<file path="config.mk">
export PLATFORM = sky130hd
export DESIGN_NAME = accum_core_p
export DESIGN_NICKNAME = d
export VERILOG_FILES = /design/src/rtl/accum_core_p.sv
export SDC_FILE = /design/constraint.sdc
export NUM_CORES = 2
export LEC_CHECK = 0
export CAP_MARGIN = 20
export CORE_ASPECT_RATIO = 0.7
export CORE_UTILIZATION = 33
export CTS_CLUSTER_SIZE = 8
export DETAILED_ROUTE_END_ITERATION = 6
export PLACE_DENSITY = 0.49
export SLEW_MARGIN = 20
export SYNTH_ARGS = -nofsm -noshare
export SYNTH_HDL_FRONTEND = slang
export SYNTH_SLANG_ARGS = --single-unit
export TNS_END_PERCENT = 50
</file>
<file path="constraint.sdc">
create_clock -name clk -period 66 [get_ports clk]
set_clock_uncertainty 0.1 [all_clocks]
set_input_delay 19.8 -clock clk [delete_from_list [all_inputs] [get_ports clk]]
set_output_delay 19.8 -clock clk [all_outputs]
set_load 0.03 [all_outputs]
</file>
<file path="src/rtl/accum_core_p.sv">
// rtl/accum_core_p.sv - multi-cycle accumulator processor core with data RAM and return stack
//
// Ports:
//   clk        clock, all state changes on the rising edge
//   rst        asynchronous active-high reset
//   rom_addr   program ROM address (equals pc)
//   rom_data   instruction word from asynchronous-read ROM
//   indata     input port, sampled by IN
//   outdata    output register, written by OUT
//   out_valid  one-cycle pulse following an OUT
//   acc_value  debug view of the accumulator
//   pc_value   debug view of the program counter
//   ir_value   debug view of the instruction register
//   carry      carry/borrow flag
//   halted     high while in HALT
//   fault      sticky return-stack error flag
module accum_core_p #(
    parameter int DW  = 8,
    parameter int AW  = 8,
    parameter int RAW = 6,
    parameter int SD  = 4
) (
    input  logic            clk,
    input  logic            rst,
    output logic [AW-1:0]   rom_addr,
    input  logic [DW+4:0]   rom_data,
    input  logic [DW-1:0]   indata,
    output logic [DW-1:0]   outdata,
    output logic            out_valid,
    output logic [DW-1:0]   acc_value,
    output logic [AW-1:0]   pc_value,
    output logic [DW+4:0]   ir_value,
    output logic            carry,
    output logic            halted,
    output logic            fault
);

    localparam int IW    = DW + 5;
    localparam int SPW   = $clog2(SD + 1);
    // Stack depth rounded up to a power of two so the entry count indexes it
    // directly; entries at SD and above are never written.
    localparam int STK_N = 1 << SPW;
    localparam int RAM_N = 1 << RAW;

    localparam logic [DW-1:0]  DW_V = DW'(DW);
    localparam logic [SPW-1:0] SD_V = SPW'(SD);

    localparam logic [4:0] OP_ADD   = 5'h00;
    localparam logic [4:0] OP_SUB   = 5'h01;
    localparam logic [4:0] OP_AND   = 5'h02;
    localparam logic [4:0] OP_OR    = 5'h03;
    localparam logic [4:0] OP_XOR   = 5'h04;
    localparam logic [4:0] OP_SHL   = 5'h05;
    localparam logic [4:0] OP_SHR   = 5'h06;
    localparam logic [4:0] OP_COMP  = 5'h07;
    localparam logic [4:0] OP_ADDI  = 5'h08;
    localparam logic [4:0] OP_SUBI  = 5'h09;
    localparam logic [4:0] OP_ANDI  = 5'h0A;
    localparam logic [4:0] OP_ORI   = 5'h0B;
    localparam logic [4:0] OP_XORI  = 5'h0C;
    localparam logic [4:0] OP_SHLI  = 5'h0D;
    localparam logic [4:0] OP_SHRI  = 5'h0E;
    localparam logic [4:0] OP_LDA   = 5'h10;
    localparam logic [4:0] OP_LDI   = 5'h11;
    localparam logic [4:0] OP_STA   = 5'h12;
    localparam logic [4:0] OP_GOTO  = 5'h15;
    localparam logic [4:0] OP_SKIFZ = 5'h16;
    localparam logic [4:0] OP_SKIFN = 5'h17;
    localparam logic [4:0] OP_SKIFC = 5'h18;
    localparam logic [4:0] OP_CALL  = 5'h1A;
    localparam logic [4:0] OP_RET   = 5'h1B;
    localparam logic [4:0] OP_IN    = 5'h1D;
    localparam logic [4:0] OP_OUT   = 5'h1E;
    localparam logic [4:0] OP_HALT  = 5'h1F;

    typedef enum logic [2:0] {
        ST_INIT,
        ST_FETCH,
        ST_DECODE,
        ST_EXEC,
        ST_SYNC,
        ST_HALT
    } state_t;

    state_t          state;
    logic [AW-1:0]   pc;
    logic [IW-1:0]   ir;
    logic [DW-1:0]   acc;
    logic [SPW-1:0]  sp;
    logic [AW-1:0]   stack [STK_N];
    logic [DW-1:0]   ram   [RAM_N];

    logic [4:0]      op;
    logic [DW-1:0]   operand;
    logic [DW-1:0]   mem;
    logic [DW-1:0]   alu_b;
    logic [DW-1:0]   alu_res;
    logic            alu_carry;
    logic [DW:0]     sum;
    logic [DW:0]     diff;
    logic            skip_take;

    assign rom_addr  = pc;
    assign pc_value  = pc;
    assign ir_value  = ir;
    assign acc_value = acc;

    // Opcodes 00-07 and 08-0E share one ALU: bit 3 selects the immediate
    // operand, bits 2:0 select the function. alu_carry holds the old flag
    // for everything except the add/subtract pair.
    always_comb begin
        op        = ir[IW-1:DW];
        operand   = ir[DW-1:0];
        mem       = ram[ir[RAW-1:0]];
        alu_b     = op[3] ? operand : mem;
        sum       = {1'b0, acc} + {1'b0, alu_b};
        diff      = {1'b0, acc} - {1'b0, alu_b};
        alu_res   = '0;
        alu_carry = carry;
        case (op[2:0])
            3'd0: begin
                alu_res   = sum[DW-1:0];
                alu_carry = sum[DW];
            end
            3'd1: begin
                alu_res   = diff[DW-1:0];
                alu_carry = diff[DW];
            end
            3'd2:    alu_res = acc & alu_b;
            3'd3:    alu_res = acc | alu_b;
            3'd4:    alu_res = acc ^ alu_b;
            3'd5:    alu_res = (alu_b >= DW_V) ? '0 : (acc << alu_b);
            3'd6:    alu_res = (alu_b >= DW_V) ? '0 : (acc >> alu_b);
            default: alu_res = ~acc;
        endcase
    end

    always_comb begin
        skip_take = 1'b0;
        case (op)
            OP_SKIFZ: skip_take = (acc == '0);
            OP_SKIFN: skip_take = acc[DW-1];
            OP_SKIFC: skip_take = carry;
            default:  skip_take = 1'b0;
        endcase
    end

    always_ff @(posedge clk or posedge rst) begin
        if (rst) begin
            state     <= ST_INIT;
            pc        <= '0;
            ir        <= '0;
            acc       <= '0;
            outdata   <= '0;
            out_valid <= 1'b0;
            carry     <= 1'b0;
            fault     <= 1'b0;
            halted    <= 1'b0;
            sp        <= '0;
            for (int i = 0; i < STK_N; i++) begin
                stack[i] <= '0;
            end
            for (int i = 0; i < RAM_N; i++) begin
                ram[i] <= '0;
            end
        end else begin
            out_valid <= 1'b0;
            case (state)
                ST_INIT: state <= ST_FETCH;
                ST_FETCH: begin
                    ir    <= rom_data;
                    pc    <= pc + AW'(1);
                    state <= ST_DECODE;
                end
                ST_DECODE: state <= ST_EXEC;
                ST_EXEC: begin
                    state <= ST_FETCH;
                    case (op)
                        OP_ADD, OP_SUB, OP_AND, OP_OR, OP_XOR, OP_SHL, OP_SHR,
                        OP_COMP, OP_ADDI, OP_SUBI, OP_ANDI, OP_ORI, OP_XORI,
                        OP_SHLI, OP_SHRI: begin
                            acc   <= alu_res;
                            carry <= alu_carry;
                        end
                        OP_LDA: acc <= mem;
                        OP_LDI: acc <= operand;
                        OP_STA: ram[ir[RAW-1:0]] <= acc;
                        OP_GOTO: begin
                            pc    <= ir[AW-1:0];
                            state <= ST_SYNC;
                        end
                        OP_SKIFZ, OP_SKIFN, OP_SKIFC: begin
                            if (skip_take) begin
                                pc    <= pc + AW'(1);
                                state <= ST_SYNC;
                            end
                        end
                        OP_CALL: begin
                            // Overflow leaves pc and stack untouched.
                            if (sp == SD_V) begin
                                fault  <= 1'b1;
                                halted <= 1'b1;
                                state  <= ST_HALT;
                            end else begin
                                stack[sp] <= pc;
                                sp        <= sp + SPW'(1);
                                pc        <= ir[AW-1:0];
                                state     <= ST_SYNC;
                            end
                        end
                        OP_RET: begin
                            if (sp == '0) begin
                                fault  <= 1'b1;
                                halted <= 1'b1;
                                state  <= ST_HALT;
                            end else begin
                                pc    <= stack[sp - SPW'(1)];
                                sp    <= sp - SPW'(1);
                                state <= ST_SYNC;
                            end
                        end
                        OP_IN: acc <= indata;
                        OP_OUT: begin
                            outdata   <= acc;
                            out_valid <= 1'b1;
                        end
                        OP_HALT: begin
                            halted <= 1'b1;
                            state  <= ST_HALT;
                        end
                        default: ;
                    endcase
                end
                ST_SYNC: state <= ST_FETCH;
                ST_HALT: state <= ST_HALT;
                default: state <= ST_INIT;
            endcase
        end
    end

endmodule
</file>
# Word level (Yosys, flattened, before mapping)
# Index checks and enable logic that the tools add are counted.
# totals
reg_bits,623
inputBits,23
output_inout_bits,49
word_cells,211
# classes
addsub,5
magnitude_cmp,6
n_eq_ne,46
shifts,2
mux,38
bitwise_logic,8
reduce_logical,24
# ops
cell,count
bitwise mux 512 bit,1
2-to-1 mux 8 bit,12
bitwise mux 64 bit,1
case mux 8 bit (4 select lines),2
"equality test 5 bit, second input constant",12
case mux 8 bit (7 select lines),1
binary-select mux 8 bit (select 6 bit),1
demux 8 bit (select 6 bit),1
"equality test 5 x 4 -> 1 bit, second input constant",7
case mux 3 bit (5 select lines),2
binary-select mux 8 bit (select 3 bit),1
demux 8 bit (select 3 bit),1
"equality test 5 x 3 -> 1 bit, second input constant",4
"equality test 3 bit, second input constant",6
case mux 8 bit (2 select lines),1
OR reduction 15 bit,1
"equality test 3 x 2 -> 1 bit, second input constant",4
AND reduction 4 bit,3
"equality test 5 x 2 -> 1 bit, second input constant",2
adder 8 x 8 -> 9 bit,1
logical NOT 3 bit,3
2-to-1 mux 3 bit,3
"!= test 3 bit, second input constant",3
subtractor 8 x 8 -> 9 bit,1
36 further kinds,55

# Longest topological paths before layout
# depth
depth_word,9
depth_mapped,24
mapped_depth_nobuf,18

# Worst setup path after synthesis
# Ideal clock, no wire load.
# synth_timing
path_kind,input to register
from,in indata[5]
to,"reg acc[5], in the netlist acc_value[5]"
setup_time_ps,123
arrival_ps,20787
required_time_ps,65777
setup_slack_ps,44990
path_stages,5
path_buffers,0
cell_sequence,a221oi_1 o21ai_0 a221o_1 a211o_1 o2bb2ai_1
# synth_between
elab_chain_cells,1
# synth_lines
element,line,source
from (decl),27,"input logic [DW-1:0] indata,"
case mux 8 bit (4 select lines),178,case (op)
to (signal assigned),182,acc <= alu_res;
to (signal assigned),185,OP_LDA: acc <= mem;
to (signal assigned),186,OP_LDI: acc <= operand;
to (decl),88,logic [DW-1:0] acc;
# Every way passes these cells.
# A chain may end at the register's enable or synchronous reset.

==> impl_metrics.ini <==
[run]
drv_cap = 0

[routing]
drc = 0
via_per_inst = 5.65
drtPass1Iterations = 6
top_layer_used = met5
routed_wl_um = 106000
drt_iter0_drc = 2424
vias = 22500
ant_nets = 0
routedWlPerCell_um = 26.6
drt-met1-wl_um = 51800
wl_met2_um = 44000
wl_met3_um = 7680

[cts]
post_cts_buffers = 0
path_clk_slew_ps = 60
clock_sinks = 623
cts_buffers = 87
cts_tree = yes
cts_max_level = 3
cts-root-buf = clkbuf_16
cts-hold-fix-buffers = 0
clk_latency_ps = 640
clock_tree.buffer_depth = 3
ctsResizeCount = 0

[global_route]
grt_antenna_before_repair = 4
grt_pass1_wl_um = 158000
grt.overflow.total = 0
grt_use_total_pct = 22.5
grt_max_degree = 163
grt_pass1_vias = 22800

[logic_synthesis]
synthCells = 2717
netlist.area_leader.share_pct = 50.9
async_flop_share_pct = 100
yosysTopAreaCell = dfrtp_1
synth_warnings = 0
syn-num-nets = 2770
synth_cell_type_count = 85
ys_ff_latch = 623
synth_edf_count = 0
avgSynthCellArea_um2 = 11.3
synth-main-ff-cell = dfrtp_1
ys_top_cells_by_area = dfrtp_1 51%, mux2_2 13%, o21ai_0 5.0%
yosysSeqAreaShare_pct = 50.9
netlist_area_um2 = 30600

[finish]
n_fill_cell = 8925
most-common-layout-cells = 612 x dfrtp_1, 372 x nand2_1, 354 x mux2_2
area_growth_pct = 13.7
drive_above_1_share_pct = 22.6
mostFrequentLayoutCell = dfrtp_1
final_nets = 2786

[sta]
maxSlewHeadroom_pct = 23.8
timing.final.max_slew_violations = 0
setup_tns_ps = 0
setup_viol = 0
max_freq_mhz = 43.9
whs_ps = 361
worst_pin_slew_ps = 1140
period_minus_slack_ps = 22780
rsz0062_at_grt = false
finalCritPeriodShare_pct = 34.5
hold_viol = 0
finalWorstSetupSlack_ps = 43220

[placement]
place_ws_ps = 42400
portBuffers = 71
dp_hpwl_um = 68900
gp_congestion = 0.903

[pwr]
p_leak_nw = 15.5
ir_worst_vdd_v = 0.0000652
powerDensity_nw_per_um2 = 43.3

[hold_path]
worstHoldStart = halted
hold_path_end = halted
hold_class = flop to flop
min_path_cells = 1

[setup_path]
start_kind = input pin
cp.arrival_ps = 23380
reg2reg_from = ir_value[0]
critPathRequiredTime_ps = 66600
r2r_end = carry
setup.worst_path.class = input pin to asynchronous set/reset pin
path_max_fanout = 106
r2r_slack_ps = 59300
crit_path_end_kind = asynchronous set/reset pin
reg2reg_depth = 21

[die]
core.rowCount = 93
core_um2 = 91900
io_pins = 72
start_util_pct = 33.3
dieArea_um2 = 94000
die_y_um = 257
die_x_um = 366

[outcome]
status = completed
cell usage after synthesis, types with 9 or more instances:
| master | number |
|---|---|
| dfrtp_1 | 623 |
| nand2_1 | 372 |
| mux2_2 | 354 |
| o21ai_0 | 308 |
| mux2i_1 | 147 |
| clkbuf_1 | 137 |
| nor2_1 | 78 |
| a21oi_1 | 65 |
| mux4_2 | 52 |
| nand3_1 | 43 |
| a22oi_1 | 42 |
| o22ai_1 | 38 |
| buf_2 | 33 |
| a221oi_1 | 30 |
| nand3b_1 | 30 |
| ha_1 | 28 |
| inv_1 | 28 |
| nor3_1 | 23 |
| buf_4 | 18 |
| nor2b_1 | 17 |
| nand2b_1 | 15 |
| and3_1 | 11 |
| buf_1 | 11 |
| a211oi_1 | 10 |
| a221o_1 | 9 |
| a31oi_1 | 9 |
| o21ai_1 | 9 |
| xnor2_1 | 9 |
cells by family (layout without fill, tap and decap cells):
| logic type | Yosys count | after routing | synth area share (%) |
|---|---|---|---|
| multiplexers | 560 | 560 | 21.9 |
| AND/OR/NAND/NOR | 638 | 638 | 9.40 |
| flip-flops | 623 | 623 | 50.9 |
| XOR/XNOR | 13 | 13 | 0.372 |
| AO/OA/AOI/OAI | 607 | 607 | 12.4 |
| other | 0 | 3 | 0 |
| adder cells (fa/ha/maj) | 30 | 30 | 1.28 |
| buffers and inverters | 246 | 276 | 3.76 |
cell type report:
type	instances	area [um^2]	area share (%)
antenna	3	7.51	0.0216
clock buffer	101	2340	6.71
clock inverter	2	25.0	0.0719
inverter	35	139	0.399
multi-input combinational	1848	13900	40.0
sequential	623	15600	44.9
tap	1235	1550	4.44
timing repair buffer	138	1230	3.52
registers in the layout (all words and copies together) (netlist names):
register and cells:
acc_value 8, carry 1, fault 1, halted 1, ir_value 13, out_valid 1, outdata 8, pc_value 8
ram 512, sp 3, stack 64, state 3
routing by layer:
layer / global-route usage (%) / vias up
li1: - / 9808
met1: 34.8 / 11700
met2: 31.7 / 823
met3: 4.56 / 160
met4: 5.39 / 2
met5: 0 / -
through the flow:
stage | total power [mW] | instances | cell area, um^2 | util [%]
after floorplan | 0.848 | 2717 | 30600 | -
after global placement | 1.09 | 3879 | 32400 | 35.3
after detailed placement | 1.09 | 3879 | 32400 | 35.3
after CTS | 1.51 | 3982 | 34800 | 37.8
after global routing | 1.57 | 3982 | 34800 | 37.8
final | 1.51 | 3985 | 34800 | 37.9
where the power goes:
group          internal [mW]  switching [mW]  total [mW]
Clock                  0.244           0.164       0.408
Combinational          0.199           0.442       0.641
Sequential             0.416          0.0430       0.459
Total                  0.859           0.649        1.51
worst max-delay path, stage by stage:
cell and delay [ps]:
clkdlybuf4s50_1 520, inv_8 530, buf_4 800, buf_4 900, buf_4 670
how the worst max path moves through the flow:
stage,from,slack [ps],to,depth (start not counted)
final,rst,43220,ram[337],5
after global routing,rst,42710,ram[191],5
after CTS,rst,43060,ram[191],5
after detailed placement,rst,42400,ram[153],5
after global placement,rst,42450,ram[171],5
after floorplan,rst,28650,acc_value[0],1
Power figures use the tool's default switching activity.
